[src/rtl/ps2_kbd_ascii.sv]
// PS/2 keyboard receiver with set-2 make/break decoding and ASCII translation.
// Optional left/right shift tracking is enabled by defining PS2_SHIFT_EN.
module ps2_kbd_ascii #(
  parameter int unsigned TIMEOUT = 50000
) (
  input  logic       clk,
  input  logic       clrn,
  input  logic       ps2_clk,
  input  logic       ps2_data,
  output logic [7:0] kbd_ascii,
  output logic [7:0] scan_code,
  output logic [1:0] state,
  output logic       key_valid
);

  localparam int unsigned IdleW = (TIMEOUT > 2) ? $clog2(TIMEOUT) : 1;
  localparam logic [IdleW-1:0] IdleMax = IdleW'(TIMEOUT - 1);

  localparam logic [1:0] KeyNone = 2'b00;
  localparam logic [1:0] KeyHeld = 2'b01;
  localparam logic [1:0] KeyErr  = 2'b10;

  typedef enum logic [1:0] {PfxIdle, PfxBrk, PfxExt, PfxExtBrk} pfx_e;

  logic [2:0]       clk_sync_q;
  logic [1:0]       dat_sync_q;
  logic             fall;
  logic             bit_in;
  logic [3:0]       bit_cnt_q;
  logic [9:0]       sh_q;
  logic [IdleW-1:0] idle_q;
  logic             frame_rdy_q;
  logic             frame_ok_q;
  logic [7:0]       frame_byte_q;

  pfx_e       pfx_q, pfx_d;
  logic [7:0] kbd_d, scan_d;
  logic [1:0] state_d;
  logic       valid_d;
  logic       is_make, is_brk, is_shift, is_repeat;
  logic       shift_held;

  function automatic logic [7:0] ascii_map(input logic [7:0] code, input logic upper);
    logic [7:0] ch;
    unique case (code)
      8'h1C: ch = 8'h61; 8'h32: ch = 8'h62; 8'h21: ch = 8'h63; 8'h23: ch = 8'h64;
      8'h24: ch = 8'h65; 8'h2B: ch = 8'h66; 8'h34: ch = 8'h67; 8'h33: ch = 8'h68;
      8'h43: ch = 8'h69; 8'h3B: ch = 8'h6A; 8'h42: ch = 8'h6B; 8'h4B: ch = 8'h6C;
      8'h3A: ch = 8'h6D; 8'h31: ch = 8'h6E; 8'h44: ch = 8'h6F; 8'h4D: ch = 8'h70;
      8'h15: ch = 8'h71; 8'h2D: ch = 8'h72; 8'h1B: ch = 8'h73; 8'h2C: ch = 8'h74;
      8'h3C: ch = 8'h75; 8'h2A: ch = 8'h76; 8'h1D: ch = 8'h77; 8'h22: ch = 8'h78;
      8'h35: ch = 8'h79; 8'h1A: ch = 8'h7A;
      8'h45: ch = 8'h30; 8'h16: ch = 8'h31; 8'h1E: ch = 8'h32; 8'h26: ch = 8'h33;
      8'h25: ch = 8'h34; 8'h2E: ch = 8'h35; 8'h36: ch = 8'h36; 8'h3D: ch = 8'h37;
      8'h3E: ch = 8'h38; 8'h46: ch = 8'h39;
      8'h29: ch = 8'h20; 8'h5A: ch = 8'h0D; 8'h66: ch = 8'h08;
      default: ch = 8'h00;
    endcase
    if (upper && ch >= 8'h61 && ch <= 8'h7A) ch = ch - 8'h20;
    return ch;
  endfunction

  // Sync flops reset high so an idle-high line never looks like a falling edge.
  always_ff @(posedge clk or negedge clrn) begin
    if (!clrn) begin
      clk_sync_q <= 3'b111;
      dat_sync_q <= 2'b11;
    end else begin
      clk_sync_q <= {clk_sync_q[1:0], ps2_clk};
      dat_sync_q <= {dat_sync_q[0], ps2_data};
    end
  end

  assign fall   = clk_sync_q[2] & ~clk_sync_q[1];
  assign bit_in = dat_sync_q[1];

  // sh_q collects start, data[7:0], parity; stop is checked as it arrives.
  always_ff @(posedge clk or negedge clrn) begin
    if (!clrn) begin
      bit_cnt_q    <= '0;
      sh_q         <= '0;
      idle_q       <= '0;
      frame_rdy_q  <= 1'b0;
      frame_ok_q   <= 1'b0;
      frame_byte_q <= '0;
    end else begin
      frame_rdy_q <= 1'b0;
      if (fall) begin
        idle_q <= '0;
        if (bit_cnt_q == 4'd10) begin
          bit_cnt_q    <= '0;
          frame_rdy_q  <= 1'b1;
          frame_ok_q   <= ~sh_q[0] & bit_in & (^sh_q[9:1]);
          frame_byte_q <= sh_q[8:1];
        end else begin
          bit_cnt_q <= bit_cnt_q + 4'd1;
          sh_q      <= {bit_in, sh_q[9:1]};
        end
      end else if (idle_q == IdleMax) begin
        idle_q    <= '0;
        bit_cnt_q <= '0;
      end else begin
        idle_q <= idle_q + IdleW'(1);
      end
    end
  end

`ifdef PS2_SHIFT_EN
  logic lsh_q, lsh_d, rsh_q, rsh_d;
  assign shift_held = lsh_q | rsh_q;
`else
  assign shift_held = 1'b0;
`endif

  always_comb begin
    pfx_d     = pfx_q;
    kbd_d     = kbd_ascii;
    scan_d    = scan_code;
    state_d   = state;
    valid_d   = 1'b0;
    is_make   = 1'b0;
    is_brk    = 1'b0;
    is_shift  = 1'b0;
`ifdef PS2_SHIFT_EN
    lsh_d     = lsh_q;
    rsh_d     = rsh_q;
`endif
    if (frame_rdy_q) begin
      if (!frame_ok_q) begin
        state_d = KeyErr;
        pfx_d   = PfxIdle;
      end else begin
        unique case (pfx_q)
          PfxIdle: begin
            if (frame_byte_q == 8'hF0)      pfx_d = PfxBrk;
            else if (frame_byte_q == 8'hE0) pfx_d = PfxExt;
            else                            is_make = 1'b1;
          end
          PfxBrk: begin
            pfx_d  = PfxIdle;
            is_brk = 1'b1;
          end
          PfxExt:    pfx_d = (frame_byte_q == 8'hF0) ? PfxExtBrk : PfxIdle;
          PfxExtBrk: pfx_d = PfxIdle;
          default:   pfx_d = PfxIdle;
        endcase
      end
    end
`ifdef PS2_SHIFT_EN
    is_shift = (frame_byte_q == 8'h12) || (frame_byte_q == 8'h59);
    if (is_make && frame_byte_q == 8'h12) lsh_d = 1'b1;
    if (is_make && frame_byte_q == 8'h59) rsh_d = 1'b1;
    if (is_brk && frame_byte_q == 8'h12)  lsh_d = 1'b0;
    if (is_brk && frame_byte_q == 8'h59)  rsh_d = 1'b0;
`endif
    is_repeat = (frame_byte_q == scan_code) && (state == KeyHeld);
    if (is_make && !is_shift && !is_repeat) begin
      scan_d  = frame_byte_q;
      kbd_d   = ascii_map(frame_byte_q, shift_held);
      state_d = KeyHeld;
      valid_d = 1'b1;
    end
    if (is_brk && !is_shift && is_repeat) state_d = KeyNone;
  end

  always_ff @(posedge clk or negedge clrn) begin
    if (!clrn) begin
      pfx_q     <= PfxIdle;
      kbd_ascii <= '0;
      scan_code <= '0;
      state     <= KeyNone;
      key_valid <= 1'b0;
`ifdef PS2_SHIFT_EN
      lsh_q     <= 1'b0;
      rsh_q     <= 1'b0;
`endif
    end else begin
      pfx_q     <= pfx_d;
      kbd_ascii <= kbd_d;
      scan_code <= scan_d;
      state     <= state_d;
      key_valid <= valid_d;
`ifdef PS2_SHIFT_EN
      lsh_q     <= lsh_d;
      rsh_q     <= rsh_d;
`endif
    end
  end

endmodule

[config.mk]
export PLATFORM = sky130hd
export DESIGN_NAME = ps2_kbd_ascii
export DESIGN_NICKNAME = d
export VERILOG_FILES = /design/src/rtl/ps2_kbd_ascii.sv
export SDC_FILE = /design/constraint.sdc
export NUM_CORES = 1
export LEC_CHECK = 0
export CAP_MARGIN = 30
export CORE_MARGIN = 2
export CORE_UTILIZATION = 49
export CTS_CLUSTER_DIAMETER = 40
export CTS_CLUSTER_SIZE = 8
export DETAILED_ROUTE_END_ITERATION = 7
export PLACE_DENSITY = 0.68
export SLEW_MARGIN = 25
export SYNTH_ARGS = -nofsm -noshare
export SYNTH_HDL_FRONTEND = slang
export SYNTH_SLANG_ARGS = --single-unit
export TNS_END_PERCENT = 50
[constraint.sdc]
create_clock -name clk -period 2.5 [get_ports clk]
set_input_delay 0.5 -clock clk [delete_from_list [all_inputs] [get_ports clk]]
set_output_delay 0.5 -clock clk [all_outputs]
set_load 0.1 [all_outputs]
==> run summary <==
Result of the run -> finished, final reports clean
Die height -> 90.4 um
PostCTS Resize Cnt -> 0
Number of design rule violations left after detail routing -> 0
Clock slew at reported path FFs -> 0.09 ns
Flop and latch count out of synthesis -> 65
Core region area -> 7250 um^2
Cell taking the most area after synthesis -> dfrtp_1
Longest Clk Path Bufs -> 2
Antenna violations before repair -> 0
CP required -> 2.73 ns
Largest cells by area after synthesis -> dfrtp_1 41%, mux2_2 5.9%, xnor2_1 4.8%
Hold-fix buffers, CTS -> 0
Fin worst setup slack -> 0.284 ns
Final worst path period need -> 2.22 ns
Maximum clock skew at final layout -> 0.0186 ns
Final WL -> 7810 um
Mean area per synthesized cell -> 10.1 um^2
FMAX -> 0.451 GHz
Critical path peak fanout -> 10
Vias per std cell -> 5.80
Layout net count -> 402
Insertion delay to the later sink of the worst-skew pair -> 0.34 ns
# IOs -> 23
Number of global-route vias before repair -> 2730
Design area -> 4100 um^2
Number of iterations in the first detailed-routing pass -> 5
Detailed-route via count -> 2855
Area taken by flip-flops and latches -> 1630 um^2
Netlist area before placement -> 3650 um^2
Layout cell share with drive strength beyond 1 -> 0.204
Final Hold Viols -> 0
Post-route antenna net violation count -> 0
Synth warn -> 0
Syn-to-layout area delta -> 12.3%
Port Buffers -> 21
Rows -> 31
Post-route setup TNS -> 0 ns
Startpoint class of the critical path -> flip-flop
Distinct cell type count of the synthesized netlist -> 58
Commonest cells in the synthesized netlist -> 60 x dfrtp_1, 30 x nor2_1, 22 x nand2_1
Post-Place Worst Slack -> 0.321 ns
Starting utilization of the core area -> 0.504
Leftover overflow at the end of global routing -> 0
Static power due to leakage -> 1.81 nW
Most common cell in the netlist -> dfrtp_1
Diodes inserted -> 0
Syn Inst Count -> 363
Worst supply voltage drop on vdd -> 0.455 mV
Detailed route wirelength on metal2 -> 3630 um
Data arrival time of the critical path -> 2.44 ns
Area fraction of the dominant cell type after synthesis -> 0.411
Type of the worst min-delay path -> in2async
Post-route total power -> 2.76 mW
Kind of capture point of the worst setup path -> flip-flop
Number of DRC violations after detailed-routing iteration 0 -> 159
Max cap viols -> 0
Max-Slew Margin vs Limit -> 0.573
Pin count of the biggest net entering global routing -> 27
Placed Instance Area -> 3930 um^2
Uppermost metal layer occupied by signal nets -> met4
Kind of critical path -> reg2reg
Area used by multi-input combinational logic -> 1820 um^2
Clock buffers created by TritonCTS -> 9
Pins over their slew limit -> 0
Slew @ Worst Pin -> 0.641 ns
Total Die Area -> 8170 um^2
Die Wd -> 90.4 um
Half-perimeter wire length after placement -> 5670 um
Placer's final routability congestion estimate -> 0.934
Most common flop cell mapped by yosys -> dfrtp_1
Total of endpoints with negative setup slack in the final report -> 0
PD cells -> 673 nW/um^2
Wire length of the first global-routing pass -> 13300 um
Count of filler cells inserted in the layout -> 631
Setup repair after global routing missed its margin -> false
# Post-CTS Setup Buffers -> 0
Clock tree from TritonCTS -> built
Fraction of registers with async set or reset after synthesis -> 1.00
Sequential element share of the synthesized area -> 0.447
Final routed wire length divided by cell count -> 15.9 um
Global-route total usage across every layer -> 0.201
Met1 wire length -> 3470 um
Count of flip-flops with a built-in enable after synthesis -> 0
CTS root buffer -> clkbuf_8
Number of sinks handled by clock tree synthesis -> 65
Net count of the mapped netlist -> 377
Clock H-tree levels -> 3
Detail Route met3 WL -> 431 um
Final period util -> 0.887
## stage by stage
stage	hold slack, ns	cells	util
finish	0.0331	492	0.566
global route	0.0504	492	0.566
CTS	0.0384	492	0.566
detailed placement	0.348	476	0.542
global placement	0.347	476	0.542
floorplan	0.204	363	-
## final timing paths
kind                                             start                        to  slack (ns)  cells after the start
max                        frame_byte_q[0]$_DFFE_PN0P_  kbd_ascii[1]$_DFFE_PN0P_        0.28                      7
min                                               clrn  kbd_ascii[4]$_DFFE_PN0P_        0.03                      1
min reg2reg                    dat_sync_q[0]$_DFF_PN1_   dat_sync_q[1]$_DFF_PN1_        0.36                      0
max reg2reg                frame_byte_q[0]$_DFFE_PN0P_  kbd_ascii[1]$_DFFE_PN0P_        0.28                      7
max in group asynchronous                         clrn      pfx_q[0]$_DFFE_PN0P_        1.93                      2
min in group clk               dat_sync_q[0]$_DFF_PN1_   dat_sync_q[1]$_DFF_PN1_        0.36                      0
## routing by layer
| layer | track usage | vias to the layer above |
|---|---|---|
| li1 | - | 1332 |
| met1 | 0.270 | 1375 |
| met2 | 0.318 | 116 |
| met3 | 0.0367 | 32 |
| met4 | 0.0936 | 0 |
| met5 | 0 | - |
## critical path, cell delays in order, from the launching register on
cell,delay [ns]
dfrtp_1,0.52
inv_1,0.15
ha_1,0.31
nor3b_1,0.31
nor2_1,0.08
mux4_2,0.45
a32oi_1,0.21
a21oi_1,0.08
## power by group
| part | total [mW] | leakage [nW] | switching [mW] | internal [mW] |
|---|---|---|---|---|
| Sequential | 1.33 | 0.863 | 0.148 | 1.18 |
| Clock | 0.786 | 0.0827 | 0.424 | 0.362 |
| Combinational | 0.648 | 0.869 | 0.326 | 0.321 |
## cell families (layout without fill, tap and decap cells)
group                      Yosys count  after routing  synth area share
xor gates and xnor gates            30             30            0.0719
AOI/OAI and AO/OA                   75             75             0.143
buffers and inverters               40             70            0.0541
adders and majority gates           10             10            0.0342
DFF                                 65             65             0.447
other                                1              1           0.00103
and+or+nand+nor                    114            114             0.159
muxes                               28             28            0.0904
## registers in the layout, summed over array words and instances, names as in the netlist
register	count
bit_cnt_q	4
clk_sync_q	3
dat_sync_q	2
sh_q	10
kbd_ascii	7
key_valid	1
scan_code	8
frame_ok_q	1
frame_rdy_q	1
idle_q	16
state	2
pfx_q	2
frame_byte_q	8
## layout by cell type, fill, tap and decap left out, types with 12 or more instances in the layout
cell	instances
o21ai_0	20
inv_1	18
a21oi_1	12
nand3_1	15
nor2_1	30
mux2_2	19
xnor2_1	20
nand2_1	22
buf_4	32
dfrtp_1	60
## area by class of cell
| cell class | instances | area share |
|---|---|---|
| clock buffers | 10 | 0.0311 |
| clock inverters | 6 | 0.0104 |
| inverters | 18 | 0.0165 |
| multi-input cells | 258 | 0.445 |
| flip-flops and latches | 65 | 0.398 |
| well taps | 99 | 0.0302 |
| repair buffers | 36 | 0.0695 |
Note: power is estimated with default switching activity, not from simulation.
